--- config.mk ---
export PLATFORM = sky130hd
export DESIGN_NAME = dmem_arbiter
export DESIGN_NICKNAME = d
export VERILOG_FILES = /design/src/rtl/dmem_arbiter.sv
export SDC_FILE = /design/constraint.sdc
export NUM_CORES = 1
export LEC_CHECK = 0
export CAP_MARGIN = 25
export CORE_AREA = 2 2 116 118
export CTS_CLUSTER_DIAMETER = 120
export CTS_CLUSTER_SIZE = 8
export DETAILED_ROUTE_END_ITERATION = 10
export DIE_AREA = 0 0 118 120
export PLACE_DENSITY = 0.51
export SKIP_CTS_REPAIR_TIMING = 1
export SLEW_MARGIN = 10
export SYNTH_ARGS = -nofsm -noshare
export SYNTH_HDL_FRONTEND = slang
export SYNTH_SLANG_ARGS = --single-unit
--- constraint.sdc ---
create_clock -name CLK -period 2.8 [get_ports CLK]
set_input_delay 0.56 -clock CLK [delete_from_list [all_inputs] [get_ports CLK]]
set_output_delay 0.56 -clock CLK [all_outputs]
set_load 0.005 [all_outputs]
--- src/rtl/dmem_arbiter.sv ---
// Round-robin arbiter sharing one synchronous-read data RAM between the core (C) and an external port (E).
// Optional starvation guard for locked transfers: define DMEM_ARB_STARVE_GUARD_EN.
module dmem_arbiter #(
  parameter int ADDR_W   = 32,
  parameter int DATA_W   = 32,
  parameter int MAX_WAIT = 8
) (
  input  logic              CLK,
  input  logic              Reset,
  input  logic              req_c,
  input  logic              req_e,
  input  logic              we_c,
  input  logic              we_e,
  input  logic              lock_c,
  input  logic              lock_e,
  input  logic [ADDR_W-1:0] addr_c,
  input  logic [ADDR_W-1:0] addr_e,
  input  logic [DATA_W-1:0] wdata_c,
  input  logic [DATA_W-1:0] wdata_e,
  output logic              gnt_c,
  output logic              gnt_e,
  output logic              rvalid_c,
  output logic              rvalid_e,
  output logic [DATA_W-1:0] rdata_c,
  output logic [DATA_W-1:0] rdata_e,
  output logic              mem_en,
  output logic              mem_we,
  output logic [ADDR_W-1:0] mem_addr,
  output logic [DATA_W-1:0] mem_wdata,
  input  logic [DATA_W-1:0] mem_rdata
);

  typedef enum logic [1:0] {
    IDLE  = 2'd0,
    OWN_C = 2'd1,
    OWN_E = 2'd2
  } state_t;

  if ((MAX_WAIT < 2) || (MAX_WAIT > 255)) begin : g_bad_max_wait
    $error("dmem_arbiter: MAX_WAIT must be within 2..255");
  end

  state_t state_r;
  state_t state_nxt_s;
  logic   last_r;
  logic   last_nxt_s;
  logic   gnt_c_s;
  logic   gnt_e_s;
  logic   rvalid_c_r;
  logic   rvalid_e_r;
  logic   starve_c_s;
  logic   starve_e_s;

`ifdef DMEM_ARB_STARVE_GUARD_EN
  localparam logic [7:0] MAX_WAIT_L = 8'(MAX_WAIT);

  logic [7:0] wait_c_r;
  logic [7:0] wait_e_r;

  // Saturating per-requester wait counters; cleared on grant or when the request goes away
  always_ff @(posedge CLK or negedge Reset) begin
    if (!Reset) begin
      wait_c_r <= 8'd0;
      wait_e_r <= 8'd0;
    end else begin
      if (!req_c || gnt_c_s) begin
        wait_c_r <= 8'd0;
      end else if (wait_c_r != 8'hFF) begin
        wait_c_r <= wait_c_r + 8'd1;
      end else begin
        wait_c_r <= wait_c_r;
      end
      if (!req_e || gnt_e_s) begin
        wait_e_r <= 8'd0;
      end else if (wait_e_r != 8'hFF) begin
        wait_e_r <= wait_e_r + 8'd1;
      end else begin
        wait_e_r <= wait_e_r;
      end
    end
  end

  assign starve_c_s = req_c && (wait_c_r >= MAX_WAIT_L);
  assign starve_e_s = req_e && (wait_e_r >= MAX_WAIT_L);
`else
  assign starve_c_s = 1'b0;
  assign starve_e_s = 1'b0;
`endif

  // Grant selection and next-state/last-winner computation
  always_comb begin
    gnt_c_s     = 1'b0;
    gnt_e_s     = 1'b0;
    state_nxt_s = IDLE;
    last_nxt_s  = last_r;
    case (state_r)
      IDLE: begin
        if (req_c && req_e) begin
          // last_r = 1 means E won most recently, so C takes the tie
          if (last_r) begin
            gnt_c_s = 1'b1;
          end else begin
            gnt_e_s = 1'b1;
          end
        end else if (req_c) begin
          gnt_c_s = 1'b1;
        end else if (req_e) begin
          gnt_e_s = 1'b1;
        end else begin
          gnt_c_s = 1'b0;
        end
      end
      OWN_C: begin
        if (starve_e_s) begin
          gnt_e_s = 1'b1;
        end else if (req_c) begin
          gnt_c_s = 1'b1;
        end else begin
          gnt_c_s = 1'b0;
        end
      end
      OWN_E: begin
        if (starve_c_s) begin
          gnt_c_s = 1'b1;
        end else if (req_e) begin
          gnt_e_s = 1'b1;
        end else begin
          gnt_e_s = 1'b0;
        end
      end
      default: begin
        gnt_c_s = 1'b0;
        gnt_e_s = 1'b0;
      end
    endcase

    if (gnt_c_s) begin
      last_nxt_s  = 1'b0;
      state_nxt_s = lock_c ? OWN_C : IDLE;
    end else if (gnt_e_s) begin
      last_nxt_s  = 1'b1;
      state_nxt_s = lock_e ? OWN_E : IDLE;
    end else if (state_r == OWN_C) begin
      state_nxt_s = lock_c ? OWN_C : IDLE;
    end else if (state_r == OWN_E) begin
      state_nxt_s = lock_e ? OWN_E : IDLE;
    end else begin
      state_nxt_s = IDLE;
    end
  end

  // State, last winner and read-valid registers
  always_ff @(posedge CLK or negedge Reset) begin
    if (!Reset) begin
      state_r    <= IDLE;
      last_r     <= 1'b1;
      rvalid_c_r <= 1'b0;
      rvalid_e_r <= 1'b0;
    end else begin
      state_r    <= state_nxt_s;
      last_r     <= last_nxt_s;
      rvalid_c_r <= gnt_c_s & ~we_c;
      rvalid_e_r <= gnt_e_s & ~we_e;
    end
  end

  // Grants are combinational but must read as 0 for the whole time Reset is low
  assign gnt_c    = gnt_c_s & Reset;
  assign gnt_e    = gnt_e_s & Reset;
  assign rvalid_c = rvalid_c_r;
  assign rvalid_e = rvalid_e_r;
  assign rdata_c  = mem_rdata;
  assign rdata_e  = mem_rdata;

  assign mem_en    = gnt_c | gnt_e;
  assign mem_we    = gnt_c ? we_c    : (gnt_e ? we_e    : 1'b0);
  assign mem_addr  = gnt_c ? addr_c  : (gnt_e ? addr_e  : {ADDR_W{1'b0}});
  assign mem_wdata = gnt_c ? wdata_c : (gnt_e ? wdata_e : {DATA_W{1'b0}});

endmodule

==> results <==
- The first-pass GRT wire length is approximately 9200 um.
- Based on the critical path, the design can be clocked at up to 0.366 GHz.
- The die is 120 um tall.
- Once routing completed, OpenROAD measured the worst setup slack at a little over 0.07 ns.
- The critical path is of the in -> out type.
- The netlist uses 15 different library cells.
- The worst ir drop on vdd is about 400 uV.
- On the critical path the largest part of the delay comes from buffers and inverters.
- In this run the critical register-to-register path is captured at rvalid_e.
- Traced cell by cell, the critical path runs through dlymetal6s2s_1, and3b_2, nor3b_4, buf_6, clkbuf_16, a22o_1, clkdlybuf4s50_1.
- The net switching fraction of the power is between 20% and 30%.
- The adder and majority gate portion of the synthesized area is 0%.
- The floorplan die area is roughly 0.014 mm2.
- The number of detailed-routing iterations run before antenna repair is 4.
- The critical path contains buffers and inverters numbering 4 combined.
- The final-stage net count is slightly below 500.
- The detailed-placement wirelength estimate is 5340 um.
- The later pin in the worst-skew pair is clocked with a latency of 0.22 ns.
- The total global routing track utilization is under 10%.
- The final hold violation count came to 0.
- The clock drives 5 sinks.
- In the synthesized netlist, mux cells make up 0% of the area.
- The library cells used most frequently in the layout, excluding fill and tap cells, are sky130_fd_sc_hd__clkdlybuf4s50_1 (173), sky130_fd_sc_hd__a22o_1 (64), sky130_fd_sc_hd__dlymetal6s2s_1 (32).
- The sequential area share after synthesis is 9.01%.
- The synthesis-to-layout area growth is 155%.
- Synthesis handed over a netlist of between 150 and 200 instances.
- The worst pin sits at a relative slew slack of ~84%.
- Before CTS, the worst setup slack after placement is -0.328 ns.
- The filler cell count in the final layout is 1,388.
- The number of global-route vias before repair came to 1,809.
- just over 300 I/O pins were placed.
- In this run the number of H-tree levels came out at 1.
- The clock period could shrink to 2.73 ns.
- The share of total power dissipated in sequential elements is 9.9%.
- Max-cap violations in this run came to 0.
- The initial antenna violation count is 0.
- The share of synthesized cell area in and, or, nand and nor gates is ~6.7%.
- The global-route congestion overflow total is 0.
- The DRC violation count after routing is 0.
- The synthesized area is 0.00140 mm2.
- At the worst endpoint, the arrival time is about 2.2 ns.
- Entering global routing, the biggest net connects 40 pins.
- During placement, the flow inserted port buffers numbering roughly 210.
- Setup repair after global routing could not meet its margin everywhere.
- The total power per unit cell area is 279 mW/mm2.
- TritonCTS built the clock tree.
- The final wirelength is 7320 um.
- The warning count from the yosys run is 0.
- The clock edge transition at the registers on the reported setup and hold paths is 0.03 ns.
- In this run the register-to-register setup slack is ~1.7 ns.
- The final estimated routing congestion in global placement is approximately 0.74.
- The reported leakage power is about 1.8 nW.
- The worst setup path is captured at a primary output.
- For this block, the via count after detailed routing is between 1,500 and 2,000.
- The utilization after layout is 27.6%.
- The number of clock buffers added by TritonCTS is 3.
- The cell sitting at the root of the clock tree is a sky130_fd_sc_hd__clkbuf_16.
- The compound-gate portion of the synthesized area is between 40% and 50%.
- The synthesized flop and latch total is 5.
- The data required time of the critical path is between 2 and 2.5 ns.
- The worst register-to-register path has a depth of 4.
- The ratio of final minimum period to clock period is approximately 97%.
- The repair_antennas step left the layout with diodes totalling 0.
- The die outline width is around 120 um.
- The xor/xnor share of the synthesized area is 0%.
- A synthesized cell averages between 8 and 9 um2.
- The final max-slew violation count is 0.
- In this run the power spent charging and discharging nets is around 0.26 mW.
- The number of nets with antenna violations after detailed routing is 0.
- The maximum number of buffers from clock root to sink is 2.
- The run finished with clean final reports.
- In this run the worst hold path is classified as in -> async.
- Cell internal power was estimated by the tool at 0.743 mW.
- The cell with the largest stage delay on the worst path is sky130_fd_sc_hd__clkdlybuf4s50_1.
- The clock network is responsible for 23.2% of the overall power.
- The leading cell type in the layout, fill and taps excluded is sky130_fd_sc_hd__clkdlybuf4s50_1.
- By area, the combinational part of the netlist is dominated by compound AO/OA/AOI/OAI gates.
- The slew of the pin with the lowest slew margin is about 0.24 ns.
- The post-synth net total is roughly 330.
- On the worst path, the slowest cell contributes a delay of between 0.4 and 0.5 ns.
- The count of routing violations after the opening detailed-route iteration is 42.
- The core outline area is between 0.01 and 0.015 mm2.
- Using the TritonRoute via totals, the vias-per-cell ratio works out to between 3 and 4.
- The number of setup violations in the final report is 0.
- Per report_power, the combinational group accounts for 66.9% of the total.
- On the final layout, the worst clock skew is between 0.002 and 0.003 ns.
- The post-route netlist has approximately a tenth of its cells at a drive strength greater than 1.
- After detailed routing, the average wire length per cell comes to ~15 um.
- The number of placement rows is 42.
- The critical path launch point type is an input pin.
- Once the floorplan was initialized, standard cells occupied 10.8% of the core.
- In this run the worst path has a maximum fanout of 10.
- Overall power consumption after layout is estimated at roughly 1.0 mW.
- The launch point of the worst reg-to-reg path is state_r[0].
## metal layers
layer | vias up | global-route usage (%) | share of wire, %
li1 | 865 | - | -
met1 | 846 | 7.97 | 38
met2 | 126 | 15.4 | 52
met3 | 22 | 2.52 | 8.7
met4 | 0 | 1.58 | 1.8
met5 | - | 0 | 0
## stage by stage
stage	setup TNS, ns	std cells	hold WS [ns]	cell area [um2]
after global placement	-14.91	477	0.475	3210
after global routing	-0.214	493	0.359	3580
final	0	493	0.327	3580
after detailed placement	-15.84	477	0.477	3210
after floorplan	0	164	0.264	1400
after CTS	-15.82	481	0.481	3290
## cell usage after synthesis
cell	instances	share of area, %
sky130_fd_sc_hd__nor3b_2	3	2.7
sky130_fd_sc_hd__buf_4	69	37
sky130_fd_sc_hd__nand2_1	1	0.27
sky130_fd_sc_hd__and3b_1	1	0.62
sky130_fd_sc_hd__buf_6	4	3.2
sky130_fd_sc_hd__a21o_1	1	0.54
sky130_fd_sc_hd__buf_2	5	1.8
sky130_fd_sc_hd__dfstp_2	1	1.9
sky130_fd_sc_hd__a21oi_1	2	0.71
sky130_fd_sc_hd__nor3b_1	2	1.1
sky130_fd_sc_hd__dfrtp_1	4	7.1
sky130_fd_sc_hd__a22o_1	65	41
sky130_fd_sc_hd__a21boi_1	1	0.54
sky130_fd_sc_hd__nand2b_1	3	1.3
sky130_fd_sc_hd__nor3_1	2	0.71
## registers in the layout, indices dropped and copies added (netlist names)
register	count
rvalid_e	1
rvalid_c	1
state_r	2
last_r	1
## worst register-to-register path, stage by stage (launching register included)
cell and delay, ns:
sky130_fd_sc_hd__dfrtp_1 0.42, sky130_fd_sc_hd__nand2b_1 0.21, sky130_fd_sc_hd__buf_4 0.15, sky130_fd_sc_hd__buf_4 0.12, sky130_fd_sc_hd__nor3_1 0.15
## how the worst max path moves through the flow
stage,from,slack (ns),endpoint,cells after the start
floorplan,req_e,0.80,mem_addr[13],5
global placement,req_c,-0.29,mem_wdata[30],6
detailed placement,req_c,-0.33,mem_wdata[30],6
CTS,req_c,-0.32,mem_wdata[30],6
global route,req_c,-0.03,mem_addr[13],7
finish,req_c,0.07,mem_addr[13],7
## layout make-up
class,count,area [um2],area share [%]
multi-input cells,81,717,20.0
clock buffers,4,78.8,2.20
repair buffers,227,2440,68.1
well taps,176,220,6.15
flip-flops and latches,5,126,3.53
## power groups by stage
stage	Combinational, mW	Clock, mW	Sequential [mW]
6_report	0.669	0.232	0.0993
5_1_grt	0.714	0.243	0.102
4_1_cts	0.623	0.235	0.0975
3_5_place_dp	0.621	0	0.0981
3_3_place_gp	0.619	0	0.0982
2_1_floorplan	0.264	0	0.0955
## cell families after synthesis
family                 after synthesis
AND/OR/NAND/NOR                     12
AO/OA/AOI/OAI                       69
buffers and inverters               78
flip-flops                           5
Power figures use the tool's default switching activity.
==> RTL edit, RTL diff (same flow settings) <==
Set the parameter `ADDR_W` to 16 (it was 32).
--- a/src/rtl/dmem_arbiter.sv
+++ b/src/rtl/dmem_arbiter.sv
@@ -1,7 +1,7 @@
 // Round-robin arbiter sharing one synchronous-read data RAM between the core (C) and an external port (E).
 // Optional starvation guard for locked transfers: define DMEM_ARB_STARVE_GUARD_EN.
 module dmem_arbiter #(
-  parameter int ADDR_W   = 32,
+  parameter int ADDR_W   = 16,
   parameter int DATA_W   = 32,
   parameter int MAX_WAIT = 8
 ) (
Interface: changed (resized addr_c, addr_e and mem_addr); port bits go from 302 to 254. No check against the original RTL was run, so the function may have changed too.
==> RTL edit against the original RTL <==
  * Cell area down 20%
  * Area after synthesis down 7.9%
  * Setup slack better by 0.13 ns
  * Critical path depth down 2
  * Clock skew up 0.0030 ns
  * Critical path type is now flop to primary output
  * Sequential cell count unchanged
  * Wire length down 20%
  * Non-clock buffer count down 56
  * Power down 18%
  * Count of clock-buffer cells in the layout unchanged
==> RTL edit: results (changes against the original RTL) <==
Hold path
  • Type of the most critical hold path: primary input to asynchronous set/reset pin

CTS
  • Reg clk slew, reported paths: 0.04 ns
  • Root Driver: clkbuf_16
  • H-tree depth: 1 (unchanged)
  • Clk Latency, worst-skew pair: 0.23 ns
  • Clock Tree Buf Depth: 2 (unchanged)
  • Number of buffers created by CTS: 3 (unchanged)

Yosys
  • Main flop type after synthesis: dfrtp_1
  • Synth top cells by count: buf_4 (64), a22o_1 (49), buf_6 (11), dfrtp_1 (4), nor3b_1 (3)
  • Synth area leaders: buf_4 (37%), a22o_1 (33%), buf_6 (9.6%)
  • Mux share of post-synthesis cell area: 0% (unchanged)
  • Yosys cell types: 16 (+1)
  • Synth Net Count: 281 (-15%)
  • XOR/XNOR share of the synthesized area: 0% (unchanged)
  • Adder and majority gate portion of the synthesized area: 0% (unchanged)
  • Syn. warnings: 0 (unchanged)
  • Compound-Gate Fraction of Synth Area: 35.1% (-7.2 points)
  • Register area share after synthesis: 9.78% (+0.77 points)
  • Post-synth top area share: 37.2% (-3.4 points)
  • Ys async rst share: 100% (unchanged)

Route
  • First drt pass iteration count: 4 (unchanged)
  • Drt initial violations: 43 (+2.4%)
  • DR vias/cell: 3.45 (-8.5%)
  • Top Layer Used: met4
  • WL final: 5.83 mm (-20%)
  • Met3 WL: 635 um (unchanged)
  • WL met2: 3.00 mm (-21%)
  • Wl on met1: 2.16 mm (-22%)

Finish
  • Most flops, register: state_r
  • Max reg flops: 2 (unchanged)
  • Final #Nets: 382 (-21%)
  • # diodes: 0 (unchanged)
  • Fraction of layout cells with a size suffix above 1: 8.98% (-0.80 points)

Setup path
  • Worst flop-to-flop path startpoint: last_r$_DFFE_PN1P_
  • Setup slack, reg-to-reg: 1.67 ns
  • Crit path arrival time: 2.03 ns (-0.14 ns)
  • Crit-path max FO: 27 (+17)
  • Reg2Reg Depth: 4 (unchanged)
  • Worst reg2reg path endpoint: rvalid_c$_DFF_PN0_

STA
  • WHS: 0.313 ns (-0.0140 ns)
  • Clock Skews: 0.00572 ns (+0.00298 ns)
  • Least-Margin Pin Slew: 0.204 ns (-0.0353 ns)

Global routing
  • First-pass GRT wire length: 8.16 mm (-11%)
  • Number of global-route vias before repair: 1,493 (-17%)
  • Largest net degree at the start of global routing: 28 (-30%)
  • GRT Total Usage: 7.30% (-0.49 points)
  • Initial antenna violation count: 0 (unchanged)

Placement
  • DP Wirelength: 4.97 mm (-6.9%)
  • GP Congestion: 0.772 (+4.4%)
  • Dpl ws: -0.203 ns (+0.125 ns)
  • # port buffers: 157 (-23%)
  • Placed cell area: 0.00259 mm2 (-19%)

Pwr
  • Maximum VDD drop: 0.000329 V (-17%)
  • Lkg Pwr: 1.81 nW (-0.24%)

Run status
  • Run status: completed
==> RTL edit: changes by cell type after synthesis, sizes merged <==
cell    change
a22o       -16
and3b       -1
and4b       +1
buf         -3
nand3b      +1
nor3        -1
==> RTL edit: layer usage <==
layer / vias to the layer above / GRT usage (%)
li1: 673 / -
met1: 660 / 8.02
met3: 11 / 2.95
met2: 108 / 13.2
met5: - / 0
met4: 0 / 1.66
==> RTL edit: kinds of logic after synthesis <==
kind of cell | Yosys count
DFF | 5
buffers and inverters | 75
AOI/OAI and AO/OA | 53
and+or+nand+nor | 12
==> RTL edit: final cells by class <==
type / instances / area, um2
fill: 1436 / 10100
clock buffer: 4 / 78.8
sequential: 5 / 126
tap: 176 / 220
multi-input combinational: 65 / 563
timing repair buffer: 171 / 1860
==> RTL edit: worst max path at each step <==
stage | startpoint | to | slack (ns) | cells after the start
detailed placement | req_c | mem_wdata[7] | -0.20 | 6
finish | last_r$_DFFE_PN1P_ | mem_wdata[18] | 0.21 | 5
CTS | req_c | mem_wdata[7] | -0.21 | 6
global placement | req_c | mem_addr[11] | -0.18 | 6
global route | last_r$_DFFE_PN1P_ | mem_wdata[18] | 0.14 | 5
floorplan | req_e | mem_wdata[22] | 0.88 | 4
==> RTL edit: worst max-delay path: stages, from the launching register on <==
cell	delay, ns
dfstp_2	0.58
nand3b_1	0.12
and4b_2	0.31
buf_12	0.17
a22o_1	0.18
clkdlybuf4s50_1	0.43
==> RTL edit: power by group <==
group	internal (mW)	switching [mW]	total (mW)
registers	0.0867	0.0132	0.100
clock network	0.189	0.0474	0.236
logic	0.335	0.149	0.484
==> RTL edit: per-stage QoR <==
| step | cells | util (%) |
|---|---|---|
| finish | 421 | 22.0 |
| global route | 421 | 22.0 |
| CTS | 418 | 20.6 |
| detailed placement | 414 | 19.9 |
| global placement | 414 | 19.9 |
| floorplan | 145 | - |
